## src/rtl/mux64_scan_ctrl.sv

```systemverilog
// Scan controller for a downstream 64:1 mux: steps sel across a channel range,
// waits SETTLE cycles per channel, then captures mux_out into a 64-bit image.
module mux64_scan_ctrl #(
  parameter int SETTLE = 2
) (
  input  logic        clk,
  input  logic        rst,
  input  logic        start,
  input  logic [5:0]  first_ch,
  input  logic [5:0]  last_ch,
  input  logic        mux_out,
  output logic [5:0]  sel,
  output logic        busy,
  output logic        done,
  output logic        sample_valid,
  output logic [5:0]  sample_ch,
  output logic [63:0] capture
);

  localparam logic [1:0] ST_IDLE   = 2'd0;
  localparam logic [1:0] ST_SETTLE = 2'd1;
  localparam logic [1:0] ST_SAMPLE = 2'd2;
  localparam logic [1:0] ST_DONE   = 2'd3;

  localparam logic [3:0] CNT_LAST = 4'(SETTLE - 1);

  logic [1:0]  state_reg;
  logic [3:0]  cnt_reg;
  logic [5:0]  last_reg;
  logic [63:0] capture_next;

  // Only the bit addressed by sel is loaded, and only in SAMPLE.
  genvar gi;
  generate
    for (gi = 0; gi < 64; gi++) begin : g_cap
      assign capture_next[gi] = (state_reg == ST_SAMPLE && sel == 6'(gi)) ? mux_out
                                                                          : capture[gi];
    end
  endgenerate

  always_ff @(posedge clk or posedge rst) begin
    if (rst) begin
      state_reg    <= ST_IDLE;
      cnt_reg      <= 4'd0;
      last_reg     <= 6'd0;
      sel          <= 6'd0;
      busy         <= 1'b0;
      done         <= 1'b0;
      sample_valid <= 1'b0;
      sample_ch    <= 6'd0;
      capture      <= 64'h0;
    end else begin
      done         <= 1'b0;
      sample_valid <= 1'b0;
      capture      <= capture_next;
      case (state_reg)
        ST_IDLE: begin
          if (start) begin
            last_reg  <= last_ch;
            sel       <= first_ch;
            cnt_reg   <= 4'd0;
            busy      <= 1'b1;
            state_reg <= ST_SETTLE;
          end
        end
        ST_SETTLE: begin
          cnt_reg <= cnt_reg + 4'd1;
          if (cnt_reg == CNT_LAST) state_reg <= ST_SAMPLE;
        end
        ST_SAMPLE: begin
          sample_ch    <= sel;
          sample_valid <= 1'b1;
          if (sel == last_reg) begin
            busy      <= 1'b0;
            state_reg <= ST_DONE;
          end else begin
            // 6-bit increment wraps 63 -> 0 for ranges with last < first.
            sel       <= sel + 6'd1;
            cnt_reg   <= 4'd0;
            state_reg <= ST_SETTLE;
          end
        end
        ST_DONE: begin
          done      <= 1'b1;
          state_reg <= ST_IDLE;
        end
        default: state_reg <= ST_IDLE;
      endcase
    end
  end

endmodule

```

## config.mk

```make
export PLATFORM = sky130hd
export DESIGN_NAME = mux64_scan_ctrl
export DESIGN_NICKNAME = d
export VERILOG_FILES = /design/src/rtl/mux64_scan_ctrl.sv
export SDC_FILE = /design/constraint.sdc
export NUM_CORES = 1
export LEC_CHECK = 0
export CAP_MARGIN = 30
export CORE_ASPECT_RATIO = 1.4
export CORE_UTILIZATION = 35
export DETAILED_ROUTE_END_ITERATION = 10
export PLACE_DENSITY = 0.6
export SYNTH_ARGS = -nofsm -noshare
export SYNTH_HDL_FRONTEND = slang
export SYNTH_SLANG_ARGS = --single-unit
export TNS_END_PERCENT = 50
```

## constraint.sdc

```tcl
create_clock -name clk -period 3.55 [get_ports clk]
set_clock_uncertainty 0.2 [all_clocks]
set_input_delay 0.71 -clock clk [delete_from_list [all_inputs] [get_ports clk]]
set_output_delay 0.71 -clock clk [all_outputs]
set_load 0.1 [all_outputs]
```

* After elaboration in Yosys (flattened, before gate mapping)
Index checks and enable logic that the tools add are counted.
** Storage, ports and cells
- Bits in registers :: 91
- Logic and storage cells :: 234
- Input port bits :: 16
- Output and inout bits :: 79
** Cells by class
- Add/sub/neg operators :: 2
- Reduce and logical (&&, ||, !) cells :: 73
- Equal/unequal tests :: 72
- Multiplexer cells :: 15
** Operators with widths (count)
- 6-bit == test, second input constant :: 32
- 6-bit by 5-bit == test with 1-bit output, second input constant :: 16
- 1-bit logical AND :: 64
- 6-bit by 4-bit == test with 1-bit output, second input constant :: 8
- 6-bit by 3-bit == test with 1-bit output, second input constant :: 4
- 6-bit by 2-bit == test with 1-bit output, second input constant :: 2
- 6-bit two-way mux :: 2
- 4-bit case mux with 3 select lines :: 1
- 6-bit case mux with 2 select lines :: 1
- 3-bit AND reduction :: 3
- 4-bit two-way mux :: 2
- 2-bit case mux with 4 select lines :: 1
- 6-bit by 1-bit adder with 6-bit output, second input constant :: 1
- 6-bit by 1-bit == test with 1-bit output, second input constant :: 1
- 6-bit == test :: 1
- 6-bit zero test :: 1
- 2-bit two-way mux :: 3
- 2-bit inequality test, second input constant :: 3
- 4-bit by 1-bit adder with 4-bit output, second input constant :: 1
- 2-bit == test, second input constant :: 2
- 4-bit by 1-bit == test with 1-bit output, second input constant :: 1
- 1-bit two-way mux :: 4
- 2-bit AND reduction :: 2
- 3-bit nonzero test :: 1
- other kinds (5) :: 5

* Logic depth before layout (Yosys ltp)
- Depth after elaboration :: 3
- Mapped depth :: 7
- Mapped depth without buffers :: 6

* Least setup slack after synthesis
Ideal clock, no wire load.
- Kind :: register -> register
- Start :: register sel[4]
- End :: register capture[22]
- Setup slack :: 0.890 ns
- Data arrival time :: 2.335 ns
- Library setup time :: 0.125 ns
- Buffers on the path :: 3
- Data required time :: 3.225 ns
- Cell stages (with the launch flop) :: 8
- Clock period less this slack :: 2.660 ns
- Cell sequence :: dfrtp_1 -> buf_2 -> inv_1 -> or3_1 -> clkbuf_1 -> buf_2 -> nor2_1 -> mux2_2
** On the way
- Cells in the longest elaborated chain, start to end :: 2
** Ends and longest elaborated chain
- start, declared :: RTL line 12 : output logic [5:0] sel,
- start signal, assigned :: RTL line 60 : sel <= first_ch;
- start signal, assigned :: RTL line 78 : sel <= sel + 6'd1;
- 6-bit by 5-bit == test with 1-bit output :: RTL line 36 : assign capture_next[gi] = (state_reg == ST_SAMPLE && sel == 6'(gi)) ? mux_out
- 1-bit logical AND :: RTL line 36
- end signal, assigned :: RTL line 55 : capture <= capture_next;
- end, declared :: RTL line 17 : output logic [63:0] capture
No other way between the ends.
A chain may end at the register's enable or synchronous reset.

* Final worst setup path
- Start :: register state_reg[0]
- End :: register capture[57]
** On the way
- Cells in the longest elaborated chain, start to end :: 2
** Ends and longest elaborated chain
- start, declared :: RTL line 27 : logic [1:0] state_reg;
- start signal, assigned :: RTL line 43 : state_reg <= ST_IDLE;
- start signal, assigned :: RTL line 63 : state_reg <= ST_SETTLE;
- start signal, assigned :: RTL line 68 : if (cnt_reg == CNT_LAST) state_reg <= ST_SAMPLE;
- 2-bit == test :: RTL line 36
- 1-bit logical AND :: RTL line 36
No other way between the ends.

==> results.py <==
metrics = {
    "cells_and_area": {
        "fillCellCount": 1115,
        "antenna_cells": 0,
        "nets": 482,
        "largest-register": "capture",
        "largest_register_ffs": 64,
        "drive_gt1_frac": 0.366,
        "stdcell_count": 608,
        "synthToLayoutAreaGrowth_pct": 27.1,
        "utilization": 0.460,
    },
    "routing": {
        "routedWlPerCell_um": 16.9,
        "drt-vias-per-instance": 4.93,
        "drc": 0,
        "drtIter0Drc": 164,
        "routed_wl_mm": 10.3,
        "postRouteAntennaNets": 0,
        "vias": 2996,
        "drtPass1Iterations": 4,
    },
    "place": {
        "gp_congestion": 0.755,
        "pre_cts_slack_ns": 0.994,
        "dpl.hpwl_mm": 7.14,
        "io_buffers": 94,
        "dp.cells": 593,
    },
    "pwr": {
        "p_leak_nw": 2.53,
        "swShare": 0.526,
        "p_seq_frac": 0.313,
        "power_density_nw_per_um2": 961,
        "comb_power_share": 0.508,
        "p_int_w": 0.00239,
        "power.share.clock": 0.179,
        "vdd_drop_max_mv": 0.390,
        "power_switching_w": 0.00265,
    },
    "floorplanning": {
        "boundaryPins": 95,
        "die_height_um": 130,
        "fp.dieArea_um2": 12200,
        "core_area_um2": 11400,
        "rows": 46,
        "die_x_um": 93.7,
        "start_util": 0.362,
    },
    "synthesis": {
        "synthAdderAreaFrac": 0.0182,
        "synth_common_cells": "dfrtp_1 (91), nor2_1 (71), mux2_2 (69)",
        "async_reset_ff_frac": 1.00,
        "ys_ff_latch": 91,
        "yosysSeqAreaShare": 0.553,
        "synthCells": 377,
        "synth_top_area_share": 0.553,
        "synth_area_leaders": "dfrtp_1 (55%), mux2_2 (19%), nor2_1 (6.5%)",
        "synth_top_family_by_area": "multiplexers",
        "synth_edf_count": 0,
        "syn_area_um2": 4120,
        "synth.most_common_cell": "dfrtp_1",
        "synth_fp_nets": 399,
        "ys_types": 36,
        "synth_xor_area_frac": 0.0128,
        "syn_area_per_cell_um2": 10.9,
        "ys.warnings.count": 0,
        "synth_compound_area_frac": 0.0483,
        "synthSimpleGateAreaFrac": 0.142,
        "yosysTopAreaCell": "dfrtp_1",
        "ys_dominant_reg_cell": "dfrtp_1",
        "synthMuxAreaShare": 0.191,
    },
    "grt": {
        "grt_max_degree": 65,
        "grt_pass1_wl_mm": 16.3,
        "grtUsageTotal": 0.179,
        "gr-total-overflow": 0,
        "first_global_vias": 3058,
        "antenna_found_initial": 0,
    },
    "outcome": {
        "status": "completed",
    },
    "clock_tree": {
        "ctsHtreeMaxLevel": 3,
        "cts.clk_slew.worst_paths_ns": 0.06,
        "holdBufCountCts": 0,
        "tritoncts": "done",
        "cts-buffers-inserted": 9,
        "post_cts_resized": 0,
        "cts_root_buffer": "clkbuf_16",
        "cts_setup_buffers": 0,
        "ctsLongestPathBuffers": 2,
        "clk_latency_ns": 0.34,
        "clock-sinks": 91,
    },
    "timing": {
        "grt_setup_unrepaired": "no",
        "setup_violations": 0,
        "finalSetupTns_ns": 0,
        "final_max_slew_viol_count": 0,
        "hold_viol": 0,
        "postLayoutSetupSlackWorst_ns": 1.01,
        "finalCritPeriodShare": 0.715,
        "worst_pin_slew_ns": 0.989,
        "fin_crit_ns": 2.54,
        "relSlewSlack": 0.340,
        "fmax_ghz": 0.394,
    },
    "setup_path": {
        "path_max_fanout": 18,
        "r2r-end": "capture[57]",
        "endpoint_kind": "flop",
        "start_kind": "flop",
        "cp.arrival_ns": 2.57,
        "worst-endpoint-required_ns": 3.58,
        "timing.rr.start": "state_reg[0]",
        "rr_worst_depth": 5,
        "ff2ff_setup_slack_ns": 1.01,
        "critical_path_class": "reg -> reg",
    },
    "min_path": {
        "holdCritStartpoint": "sample_ch[2]",
        "hp-class": "reg -> reg",
        "worstHoldPathCells": 2,
        "holdPathEnd": "sample_ch[2]",
    },
    "run": {
        "maxCapViolations": 0,
    },
}
## through the flow
| stage | area (µm²) | hold WS [ns] | power, W |
|---|---|---|---|
| 2_1_floorplan | 4120 | 0.301 | 0.00358 |
| 6_report | 5240 | 0.275 | 0.00503 |
| 4_1_cts | 5240 | 0.285 | 0.00509 |
| 3_5_place_dp | 4960 | 0.270 | 0.00416 |
| 3_3_place_gp | 4960 | 0.279 | 0.00414 |
| 5_1_grt | 5240 | 0.299 | 0.00529 |
## how the worst max path moves through the flow
stage                  endpoint    startpoint  cells after the start
floorplan                  busy           rst                      1
global placement    capture[62]  state_reg[0]                      5
detailed placement  capture[49]  state_reg[0]                      5
CTS                 capture[49]  state_reg[0]                      5
global route        capture[57]  state_reg[0]                      5
finish              capture[57]  state_reg[0]                      5
## layer usage
layer  global-route usage  wire, µm  part of all wire  vias up
met5                    0         0                 0        -
met3               0.0457       640             0.062       10
met1                0.226      4470              0.43     1474
met2                0.292      5030              0.49       84
li1                     -         -                 -     1428
met4               0.0733       141             0.014        0
## cells in the final DEF (no fill, tap or decap), types with 5 or more instances in the layout
cell	instances
nand3_1	8
dfrtp_1	91
nand2_1	41
inv_1	8
clkbuf_16	9
clkdlybuf4s50_1	14
mux2_2	69
o21ai_0	8
buf_4	80
nor2_1	71
xnor2_1	5
a21oi_1	12
ha_1	6
## worst max-delay path: stages, from the launching register on
cell and delay [ns]:
dfrtp_1 0.49, nand2b_4 0.28, clkinv_1 0.40, nand3_1 0.63, nor2_1 0.13, mux2_2 0.29
## logic make-up (layout without fill, tap and decap cells)
| group | Yosys count | after routing |
|---|---|---|
| AND/OR/NAND/NOR | 138 | 138 |
| adder cells (fa/ha/maj) | 6 | 6 |
| multiplexers | 70 | 70 |
| buffers and inverters | 34 | 121 |
| AO/OA/AOI/OAI | 32 | 32 |
| XOR/XNOR | 6 | 6 |
| flip-flops | 91 | 91 |
## power by group through the flow
| stage | combinational [W] | sequential, W | clock [W] |
|---|---|---|---|
| finish | 0.00256 | 0.00158 | 0.000901 |
| global route | 0.00269 | 0.00162 | 0.000971 |
| CTS | 0.00258 | 0.00158 | 0.000933 |
| detailed placement | 0.00257 | 0.00159 | 0 |
| global placement | 0.00255 | 0.00159 | 0 |
| floorplan | 0.000715 | 0.00287 | 0 |
## cell type report
type,count,area [µm²],area share
inverters,10,38.8,0.00741
repair buffers,96,766,0.146
clock inverters,5,37.5,0.00717
well taps,144,180,0.0344
multi-input cells,252,1700,0.324
clock buffers,10,239,0.0456
flip-flops and latches,91,2280,0.435
No activity file was read; power rests on OpenSTA's default activity.
